`config.mk`:
```
export PLATFORM = sky130hd
export DESIGN_NAME = audio_i2s_tx_flat
export DESIGN_NICKNAME = d
export VERILOG_FILES = /design/src/rtl/audio_i2s_tx_if.sv /design/src/rtl/audio_i2s_tx.sv /design/src/flat_wrapper.sv
export SDC_FILE = /design/constraint.sdc
export NUM_CORES = 1
export LEC_CHECK = 0
export CELL_PAD_IN_SITES_DETAIL_PLACEMENT = 1
export CELL_PAD_IN_SITES_GLOBAL_PLACEMENT = 2
export CORE_ASPECT_RATIO = 1.2
export CORE_MARGIN = 5
export CORE_UTILIZATION = 46
export CTS_BUF_LIST = sky130_fd_sc_hd__clkbuf_4
export DETAILED_ROUTE_END_ITERATION = 16
export DONT_BUFFER_PORTS = 1
export MAX_ROUTING_LAYER = met4
export PLACE_DENSITY = 0.92
export SKIP_CTS_REPAIR_TIMING = 1
export SLEW_MARGIN = 20
export SYNTH_ARGS = -nofsm -noshare
export SYNTH_HDL_FRONTEND = slang
export SYNTH_SLANG_ARGS = --single-unit
```
`constraint.sdc`:
```
create_clock -name clk -period 7.1 [get_ports clk]
set_input_delay 1.775 -clock clk [delete_from_list [all_inputs] [get_ports clk]]
set_output_delay 1.775 -clock clk [all_outputs]
set_load 0.005 [all_outputs]
```
`src/rtl/audio_i2s_tx_if.sv`:
```
// audio_i2s_tx_if: groups the mixer-side sample/mute inputs and the DAC-side
// serial pins of the I2S transmitter into one bundle.
interface audio_i2s_tx_if;
    logic [15:0] audio_l;       // signed left sample from the mixer
    logic [15:0] audio_r;       // signed right sample from the mixer
    logic        mute;          // 1 = ramp gain to 0, 0 = ramp to unity
    logic        i2s_bck;       // bit clock
    logic        i2s_lrck;      // word select, 0 = left slot
    logic        i2s_data;      // serial data, changes on BCK falling edge
    logic        frame_strobe;  // one-clk pulse when a new pair is latched
    logic        muted;         // 1 while gain is zero

    modport master (
        output audio_l, audio_r, mute,
        input  i2s_bck, i2s_lrck, i2s_data, frame_strobe, muted
    );

    modport slave (
        input  audio_l, audio_r, mute,
        output i2s_bck, i2s_lrck, i2s_data, frame_strobe, muted
    );
endinterface

```
`src/rtl/audio_i2s_tx.sv`:
```
// audio_i2s_tx: serialises the mixer's signed 16-bit stereo pair onto I2S or
// left-justified DAC pins. BCK/LRCK are divided down from clk, one L/R pair is
// latched per frame and scaled by a 0..16 gain that ramps slowly for a
// click-free soft mute. Gain starts at 0 so the output always fades in.
module audio_i2s_tx #(
    parameter int BCK_DIV     = 8,
    parameter int SLOT_BITS   = 32,
    parameter int FMT         = 0,
    parameter int RAMP_FRAMES = 64
) (
    input  logic          clk,
    input  logic          reset,
    audio_i2s_tx_if.slave bus
);
    localparam int DIV_W  = (BCK_DIV > 1) ? $clog2(BCK_DIV) : 1;
    localparam int BIT_W  = $clog2(2 * SLOT_BITS);
    localparam int RAMP_W = $clog2(RAMP_FRAMES + 1);

    localparam logic [DIV_W-1:0]  DIV_LAST   = DIV_W'(BCK_DIV - 1);
    localparam logic [BIT_W-1:0]  BIT_LAST   = BIT_W'(2 * SLOT_BITS - 1);
    localparam logic [BIT_W-1:0]  SLOT_N     = BIT_W'(SLOT_BITS);
    localparam logic [BIT_W-1:0]  K15        = BIT_W'(15);
    localparam logic [BIT_W-1:0]  K16        = BIT_W'(16);
    localparam logic [RAMP_W-1:0] RAMP_N     = RAMP_W'(RAMP_FRAMES);
    localparam logic [4:0]        GAIN_UNITY = 5'd16;

    // Scale a signed sample by gain/16; the 21-bit product cannot overflow
    // and the arithmetic shift rounds negative results toward -inf.
    function automatic logic [15:0] scale_sample(input logic [15:0] smp,
                                                 input logic [4:0]  g);
        logic signed [20:0] prod;
        prod = $signed({{5{smp[15]}}, smp}) * $signed({16'd0, g});
        return 16'(prod >>> 4);
    endfunction

    logic [DIV_W-1:0]  r_div_cnt;
    logic              r_bck;
    logic [BIT_W-1:0]  r_bit_cnt;
    logic              r_lrck;
    logic              r_data;
    logic              r_frame_strobe;
    logic [15:0]       r_in_l;
    logic [15:0]       r_in_r;
    logic [15:0]       r_sh_l;
    logic [15:0]       r_sh_r;
    logic [RAMP_W-1:0] r_ramp_cnt;
    logic [4:0]        r_gain;
    logic              r_muted;

    logic              w_fall;
    logic              w_latch;
    logic [BIT_W-1:0]  w_bit_nxt;
    logic              w_lrck_nxt;
    logic [BIT_W-1:0]  w_k;
    logic [15:0]       w_sh_l_nxt;
    logic [15:0]       w_sh_r_nxt;
    logic [15:0]       w_src;
    logic [3:0]        w_idx;
    logic              w_data_nxt;
    logic [RAMP_W-1:0] w_ramp_inc;
    logic              w_ramp_hit;
    logic [4:0]        w_gain_nxt;

    assign bus.i2s_bck      = r_bck;
    assign bus.i2s_lrck     = r_lrck;
    assign bus.i2s_data     = r_data;
    assign bus.frame_strobe = r_frame_strobe;
    assign bus.muted        = r_muted;

    // Detect the BCK falling edge and work out the slot position it moves to.
    always_comb begin
        w_fall = (r_div_cnt == DIV_LAST) && r_bck;
        if (r_bit_cnt == BIT_LAST) begin
            w_bit_nxt = {BIT_W{1'b0}};
        end else begin
            w_bit_nxt = r_bit_cnt + BIT_W'(1);
        end
        w_latch    = w_fall && (r_bit_cnt == BIT_LAST);
        w_lrck_nxt = (w_bit_nxt >= SLOT_N);
        if (w_lrck_nxt) begin
            w_k = w_bit_nxt - SLOT_N;
        end else begin
            w_k = w_bit_nxt;
        end
    end

    // New scaled pair on the frame wrap; the first bit of the new frame must
    // already come from it, so the data mux looks at the next-state words.
    always_comb begin
        if (w_latch) begin
            w_sh_l_nxt = scale_sample(r_in_l, r_gain);
            w_sh_r_nxt = scale_sample(r_in_r, r_gain);
        end else begin
            w_sh_l_nxt = r_sh_l;
            w_sh_r_nxt = r_sh_r;
        end
        if (w_lrck_nxt) begin
            w_src = w_sh_r_nxt;
        end else begin
            w_src = w_sh_l_nxt;
        end
    end

    // Pick the serial bit for the slot position: I2S delays the MSB by one
    // BCK, left-justified puts it on the LRCK edge; the slot tail is zero.
    always_comb begin
        w_idx      = 4'd0;
        w_data_nxt = 1'b0;
        if (FMT == 0) begin
            if ((w_k != {BIT_W{1'b0}}) && (w_k <= K16)) begin
                w_idx      = 4'(K16 - w_k);
                w_data_nxt = w_src[w_idx];
            end else begin
                w_data_nxt = 1'b0;
            end
        end else begin
            if (w_k <= K15) begin
                w_idx      = 4'(K15 - w_k);
                w_data_nxt = w_src[w_idx];
            end else begin
                w_data_nxt = 1'b0;
            end
        end
    end

    // Gain ramp: one step every RAMP_FRAMES latches, direction from mute.
    always_comb begin
        w_ramp_inc = r_ramp_cnt + RAMP_W'(1);
        w_ramp_hit = (w_ramp_inc == RAMP_N);
        w_gain_nxt = r_gain;
        if (w_latch && w_ramp_hit) begin
            if (bus.mute) begin
                if (r_gain != 5'd0) begin
                    w_gain_nxt = r_gain - 5'd1;
                end else begin
                    w_gain_nxt = r_gain;
                end
            end else begin
                if (r_gain < GAIN_UNITY) begin
                    w_gain_nxt = r_gain + 5'd1;
                end else begin
                    w_gain_nxt = r_gain;
                end
            end
        end else begin
            w_gain_nxt = r_gain;
        end
    end

    // Clock divider producing BCK.
    always_ff @(posedge clk or posedge reset) begin
        if (reset) begin
            r_div_cnt <= {DIV_W{1'b0}};
            r_bck     <= 1'b0;
        end else if (r_div_cnt == DIV_LAST) begin
            r_div_cnt <= {DIV_W{1'b0}};
            r_bck     <= ~r_bck;
        end else begin
            r_div_cnt <= r_div_cnt + DIV_W'(1);
        end
    end

    // Slot counter, word select and serial data, all moving on BCK falls.
    always_ff @(posedge clk or posedge reset) begin
        if (reset) begin
            r_bit_cnt <= {BIT_W{1'b0}};
            r_lrck    <= 1'b0;
            r_data    <= 1'b0;
        end else if (w_fall) begin
            r_bit_cnt <= w_bit_nxt;
            r_lrck    <= w_lrck_nxt;
            r_data    <= w_data_nxt;
        end
    end

    // Input sample registers, refreshed every clk.
    always_ff @(posedge clk or posedge reset) begin
        if (reset) begin
            r_in_l <= 16'd0;
            r_in_r <= 16'd0;
        end else begin
            r_in_l <= bus.audio_l;
            r_in_r <= bus.audio_r;
        end
    end

    // Frame shift words and the latch strobe.
    always_ff @(posedge clk or posedge reset) begin
        if (reset) begin
            r_sh_l         <= 16'd0;
            r_sh_r         <= 16'd0;
            r_frame_strobe <= 1'b0;
        end else begin
            r_sh_l         <= w_sh_l_nxt;
            r_sh_r         <= w_sh_r_nxt;
            r_frame_strobe <= w_latch;
        end
    end

    // Ramp counter, gain and muted flag; muted tracks the gain it reports.
    always_ff @(posedge clk or posedge reset) begin
        if (reset) begin
            r_ramp_cnt <= {RAMP_W{1'b0}};
            r_gain     <= 5'd0;
            r_muted    <= 1'b1;
        end else begin
            if (w_latch) begin
                if (w_ramp_hit) begin
                    r_ramp_cnt <= {RAMP_W{1'b0}};
                end else begin
                    r_ramp_cnt <= w_ramp_inc;
                end
            end
            r_gain  <= w_gain_nxt;
            r_muted <= (w_gain_nxt == 5'd0);
        end
    end
endmodule

```
`src/flat_wrapper.sv`:
```
// flat-port wrapper written by rule: the top's interface ports become plain ports
module audio_i2s_tx_flat 
#(
    parameter int BCK_DIV     = 8,
    parameter int SLOT_BITS   = 32,
    parameter int FMT         = 0,
    parameter int RAMP_FRAMES = 64
)
  (clk, reset, bus_audio_l, bus_audio_r, bus_mute, bus_i2s_bck, bus_i2s_lrck, bus_i2s_data, bus_frame_strobe, bus_muted);
  audio_i2s_tx_if bus_i ();
  input  logic clk;
  input  logic reset;
  input wire logic [$bits(bus_i.audio_l)-1:0] bus_audio_l;
  input wire logic [$bits(bus_i.audio_r)-1:0] bus_audio_r;
  input wire logic [$bits(bus_i.mute)-1:0] bus_mute;
  output wire logic [$bits(bus_i.i2s_bck)-1:0] bus_i2s_bck;
  output wire logic [$bits(bus_i.i2s_lrck)-1:0] bus_i2s_lrck;
  output wire logic [$bits(bus_i.i2s_data)-1:0] bus_i2s_data;
  output wire logic [$bits(bus_i.frame_strobe)-1:0] bus_frame_strobe;
  output wire logic [$bits(bus_i.muted)-1:0] bus_muted;
  assign bus_i.audio_l = bus_audio_l;
  assign bus_i.audio_r = bus_audio_r;
  assign bus_i.mute = bus_mute;
  assign bus_i2s_bck = bus_i.i2s_bck;
  assign bus_i2s_lrck = bus_i.i2s_lrck;
  assign bus_i2s_data = bus_i.i2s_data;
  assign bus_frame_strobe = bus_i.frame_strobe;
  assign bus_muted = bus_i.muted;
  audio_i2s_tx #(.BCK_DIV(BCK_DIV), .SLOT_BITS(SLOT_BITS), .FMT(FMT), .RAMP_FRAMES(RAMP_FRAMES)) u_core (.clk(clk), .reset(reset), .bus(bus_i));
endmodule
```
**Yosys cells after proc, flatten, opt, wreduce, memory -nomap -nowiden**

Index checks and enable logic that the tools add are counted.

- Add/sub/neg operators: 7
- $mul: 2
- Eq/ne operators: 3
- Reductions and logical operators: 7
- Mux-type cells: 14
- Bitwise logic cells: 1
- $lt $le $gt $ge: 4

Operator list:

| kind | number |
|---|---|
| two-way mux 16 bit | 3 |
| multiplier 16 x 6 -> 20 bit | 2 |
| two-way mux 5 bit | 4 |
| two-way mux 6 bit | 2 |
| adder 7 x 1 -> 7 bit (second input constant) | 1 |
| == test 7 bit (second input constant) | 1 |
| two-way mux 7 bit | 1 |
| adder 6 x 1 -> 6 bit (second input constant) | 1 |
| == test 6 bit (second input constant) | 1 |
| >= comparator 6 bit (second input constant) | 1 |
| <= comparator 6 x 5 -> 1 bit (second input constant) | 1 |
| nonzero test 6 bit | 1 |
| subtractor 6 bit (second input constant) | 1 |
| adder 5 x 1 -> 5 bit (second input constant) | 1 |
| logical NOT 5 bit | 1 |
| < comparator 4 x 5 -> 1 bit (second input constant) | 1 |
| < comparator 5 bit (second input constant) | 1 |
| nonzero test 5 bit | 1 |
| subtractor 5 x 1 -> 5 bit (second input constant) | 1 |
| binary-select mux 1 bit (select 4 bit) | 1 |
| logical AND 1 bit | 4 |
| subtractor 1 x 4 -> 4 bit (first input constant) | 1 |
| adder 3 x 1 -> 3 bit (second input constant) | 1 |
| == test 3 bit (second input constant) | 1 |
| other kinds (3) | 4 |

- Output and inout bits: 5
- Bits of input ports: 35
- Register bits: 90

**Depth between registers and ports, before layout**

- Depth in word-level cells: 8
- Gate-level depth with buffers: 17
- Mapped depth without buffers: 15

**Worst setup path after synthesis**

Ideal clock, no wire load.

- Kind: reg2reg
- Start point: reg u_core.r_gain[2]
- End point: reg u_core.r_sh_r[12]
- Arrival: 4.441 ns
- Path buffers: 2
- Stages on the path, launching flop included: 18
- Path slack: 2.563 ns
- Period minus slack after synthesis: 4.537 ns
- Library setup time: 0.095 ns
- Cells stage by stage: dfrtp_1 -> clkbuf_1 -> clkbuf_1 -> and2_1 -> fa_1 -> inv_1 -> fa_1 -> fa_1 -> inv_1 -> ha_1 -> a21oi_1 -> o21ai_1 -> a31o_2 -> a2111oi_2 -> nor3_1 -> o31a_1 -> o21a_1 -> o31ai_1

- Cells in the longest elaborated chain, start to end: 2

RTL lines:

| what | RTL line | source |
|---|---|---|
| start, declared | audio_i2s_tx.sv:47 | `logic [4:0] r_gain;` |
| start signal, assigned | audio_i2s_tx.sv:214 | `r_gain <= w_gain_nxt;` |
| multiplier 16 x 6 -> 20 bit | audio_i2s_tx.sv:32 | `prod = $signed({{5{smp[15]}}, smp}) * $signed({16'd0, g});` |
| two-way mux 16 bit | audio_i2s_tx.sv:90 | `if (w_latch) begin` |
| named net u_core.w_sh_r_nxt[12] | audio_i2s_tx.sv:56 | `logic [15:0] w_sh_r_nxt;` |
| end signal, assigned | audio_i2s_tx.sv:195 | `r_sh_r <= w_sh_r_nxt;` |
| end, declared | audio_i2s_tx.sv:45 | `logic [15:0] r_sh_r;` |

The timed path passes the listed nets, and every way through them passes these cells.
A chain may end at the register's enable or synchronous reset.

**Worst setup path in the final report**

- Start point: reg u_core.r_gain[1]
- End point: reg u_core.r_data (netlist: u_core.bus.i2s_data)

- Cells in the longest elaborated chain, start to end: 6
- Elaborated cells between the ends (all ways): 8

RTL lines:

| what | RTL line | source |
|---|---|---|
| multiplier 16 x 6 -> 20 bit | audio_i2s_tx.sv:32 |  |
| two-way mux 16 bit | audio_i2s_tx.sv:90 |  |
| named net u_core.w_sh_l_nxt[12] | audio_i2s_tx.sv:55 | `logic [15:0] w_sh_l_nxt;` |
| two-way mux 16 bit | audio_i2s_tx.sv:97 | `if (w_lrck_nxt) begin` |
| binary-select mux 1 bit (select 4 bit) | audio_i2s_tx.sv:112 | `w_data_nxt = w_src[w_idx];` |
| two-way mux 1 bit (implied by the code) | audio_i2s_tx.sv:112 |  |
| two-way mux 1 bit | audio_i2s_tx.sv:110 | `if ((w_k != {BIT_W{1'b0}}) && (w_k <= K16)) begin` |
| end signal, assigned | audio_i2s_tx.sv:172 | `r_data <= w_data_nxt;` |
| end, declared | audio_i2s_tx.sv:40 | `logic r_data;` |

The timed path passes the listed nets, and every way through them passes these cells. The select of a mux whose other input is x is not followed.

==> out/qor.yml <==
worstPathArrival_ns: 5.41
crit_required_ns: 7.51
finalWeightedCongestion: 0.8247
placed_cell_area_mm2: 0.009453
start_util: 0.4703
ir_worst_vdd_mv: 0.07705
power_density_mw_per_mm2: 151.6
drtAntennaViolNets: 0
dr.pass1.iters: 5
antenna_found_initial: 1
seq_power_share: 0.369
setup_viol: 0
syn_inst: 1014
drive_gt1_frac: 0.04800
p_leak_nw: 4.644
ys.flop_type: "dfrtp_1"
slew_headroom: 0.3676
drt-initial-drc-count: 262
cts_num_sinks: 90
holdPathEnd: "u_core.r_div_cnt[0]"
dieArea_mm2: 0.02300
cts_tree: "built"
htreeDepth: 3
yosysSeqAreaShare: 0.2442
synth-edff-count: 0
wl_per_cell_um: 17.66
drc: 0
grt_pass1_vias: 7324
place_hpwl_mm: 17.52
startpoint_type: "flop"
min_period_ns: 5.004
p_comb_frac: 0.444
skew_ns: 0.01029
die_x_um: 139.3
dpl.cell_count: 1245
syn_area_mm2: 0.009228
p_switching_w: 0.0005817
core_area_mm2: 0.01962
syn_to_final_growth_pct: 3.742
grt_pass1_wl_mm: 37.67
swShare: 0.4009
die_h_um: 165.2
grt_max_degree: 72
stdcell_area_mm2: 0.009573
synth_top_family_by_area: "adder cells"
io_pins: 40
yosys.area_share.simple: 0.2073
status: "finished clean"
critPathMaxFanout: 26
overflow: 0
root_buffer: "clkbuf_4"
crit-reg2reg-launch: "u_core.r_gain[1]"
holdCritStartpoint: "u_core.r_div_cnt[0]"
rr_endpoint: "u_core.bus.i2s_data"
p_int_w: 0.0008694
synthAdderAreaFrac: 0.2972
hold_class: "flop to flop"
synthMuxAreaShare: 0.005831
p_total_w: 0.001451
numCtsBuffers: 9
clk_latency_ns: 0.48
min_path_cells: 1
max_clock_freq_mhz: 199.9
avgSynthCellArea_um2: 9.100
grtUsageTotal: 0.2080
tns_ns: 0
drv_slew: 0
cap_violations: 0
viasPerCell: 5.345
synthDistinctLibCells: 70
vias: 6745
synth-xor-area-share: 0.03607
io_buffers: 0
synth-compound-area-share: 0.1237
synthArstFlopShare: 1.000
ys_warn_count: 0
fin_cells: 1262
ys_ff_latch: 90
synth_nets: 1213
hold_violations: 0
timing.hold.ws_ns: 0.4387
wirelength_mm: 22.29
fill_cells: 2303
r2r_cells: 15
period_share: 0.7047
rows: 56
reg2reg_slack_ns: 2.10
path_clk_slew_ns: 0.15
rsz0062_at_grt: "no"
pwr-share-clk: 0.187
cts_buffer_depth: 2
final_nets: 1194
worst_pin_slew_ns: 0.9451
setup.worst_path.class: "flop to flop"
cp-end-kind: "flop"
[cell usage after synthesis, types with 3 or more instances]
cell type | n | share of area
o211ai_1 | 6 | 0.0049
nand4_1 | 10 | 0.0068
nor3_1 | 11 | 0.0060
nor2_1 | 27 | 0.011
or2_2 | 4 | 0.0027
or3_1 | 7 | 0.0047
clkbuf_1 | 25 | 0.010
nand3_1 | 20 | 0.011
and3_1 | 7 | 0.0047
and2_1 | 147 | 0.10
nand2_1 | 87 | 0.035
o21ai_0 | 35 | 0.019
nand3b_1 | 8 | 0.0065
a21oi_1 | 25 | 0.014
o21a_1 | 9 | 0.0073
a21o_1 | 12 | 0.0098
ha_1 | 72 | 0.098
fa_1 | 92 | 0.20
o31a_1 | 4 | 0.0038
dfrtp_1 | 89 | 0.24
a31oi_1 | 10 | 0.0068
o21ai_1 | 8 | 0.0043
a41oi_1 | 3 | 0.0028
nor2b_1 | 3 | 0.0020
a211oi_1 | 7 | 0.0057
xor2_1 | 17 | 0.016
xnor2_1 | 21 | 0.020
nor3b_1 | 4 | 0.0033
inv_1 | 167 | 0.068
mux2_2 | 3 | 0.0037
buf_2 | 11 | 0.0060
o31ai_1 | 13 | 0.011
[how the worst max path moves through the flow]
stage,from,endpoint,slack [ns],depth (start not counted)
4_1_cts,u_core.r_gain[1],u_core.bus.i2s_data,2.06,15
2_1_floorplan,u_core.r_gain[2],u_core.r_sh_r[12],2.56,17
5_1_grt,u_core.r_gain[1],u_core.bus.i2s_data,1.81,15
3_3_place_gp,u_core.r_gain[1],u_core.r_sh_r[12],2.26,15
3_5_place_dp,u_core.r_gain[1],u_core.bus.i2s_data,2.10,15
6_report,u_core.r_gain[1],u_core.bus.i2s_data,2.10,15
[kinds of logic (layout without fill, tap and decap cells)]
group                    count (synthesis)  in the layout
multiplexers                             5              5
adder cells (fa/ha/maj)                164            164
other                                    0              1
AO/OA/AOI/OAI                          165            165
buffers and inverters                  205            191
XOR/XNOR                                38             38
flip-flops                              90             90
AND/OR/NAND/NOR                        347            347
[metal layers]
| layer | vias to the layer above | wire, µm | GRT usage |
|---|---|---|---|
| met5 | - | 0 | - |
| met2 | 68 | 11140 | 0.3538 |
| met4 | 0 | 246 | 0.04626 |
| li1 | 3248 | - | - |
| met1 | 3414 | 10400 | 0.2701 |
| met3 | 15 | 497 | 0.02506 |
[registers in the layout (all words and copies together), names as in the netlist, 3 cells and up]
| register | cells |
|---|---|
| u_core.r_in_l | 16 |
| u_core.r_sh_l | 16 |
| u_core.r_div_cnt | 3 |
| u_core.r_sh_r | 16 |
| u_core.r_gain | 5 |
| u_core.r_bit_cnt | 6 |
| u_core.r_in_r | 16 |
| u_core.r_ramp_cnt | 7 |
[power by group through the flow]
stage	clock network [W]	logic, W	registers, W
final	0.000271	0.000645	0.000535
after CTS	0.000285	0.000656	0.000535
after floorplan	0	0.000498	0.000538
after global placement	0	0.000633	0.000544
after global routing	0.000305	0.000740	0.000537
after detailed placement	0	0.000651	0.000544
[worst max-delay path: stages (launching register included)]
cell	delay, ns
dfrtp_1	0.98
and2_1	0.26
fa_1	0.44
fa_1	0.49
inv_1	0.05
fa_1	0.53
inv_1	0.04
ha_1	0.39
a2111oi_4	0.33
o211ai_2	0.16
a41o_1	0.24
or4_1	0.47
nand3_1	0.13
a21o_1	0.12
nand4_1	0.09
a32oi_1	0.19
[per-stage QoR]
stage / setup WS (ns) / util
after floorplan: 2.563 / -
after global placement: 2.264 / 0.4818
after detailed placement: 2.103 / 0.4818
after CTS: 2.058 / 0.4878
after global routing: 1.810 / 0.4879
final: 2.096 / 0.4879
[final cells by class]
cell class	instances	area [µm²]	area share
clock buffers	10	75.07	0.007842
repair buffers	8	60.06	0.006274
flip-flops and latches	90	2253	0.2354
multi-input cells	719	6183	0.6459
diodes	1	2.502	0.0002614
clock inverters	6	42.54	0.004444
well taps	261	326.6	0.03411
inverters	167	629.4	0.06574
[cell usage in the layout (no fill, tap or decap), types with 3 or more instances in the layout]
cell,instances
dfrtp_1,89
o31ai_1,13
a31oi_1,10
nand3b_1,8
o21ai_1,8
clkbuf_4,10
a41oi_1,3
nor2b_1,3
o211ai_1,6
inv_1,166
nor3b_1,4
or3_1,7
and2_1,147
fa_1,92
o21a_1,9
nand2_1,87
nor2_1,27
o31a_1,4
nand4_1,10
ha_1,72
nor3_1,11
a21o_1,12
xnor2_1,21
a211oi_1,7
or2_2,4
xor2_1,17
mux2_2,3
buf_4,8
a21oi_1,25
and3_1,7
o21ai_0,35
nand3_1,20
Note: power is estimated with default switching activity, not from simulation.
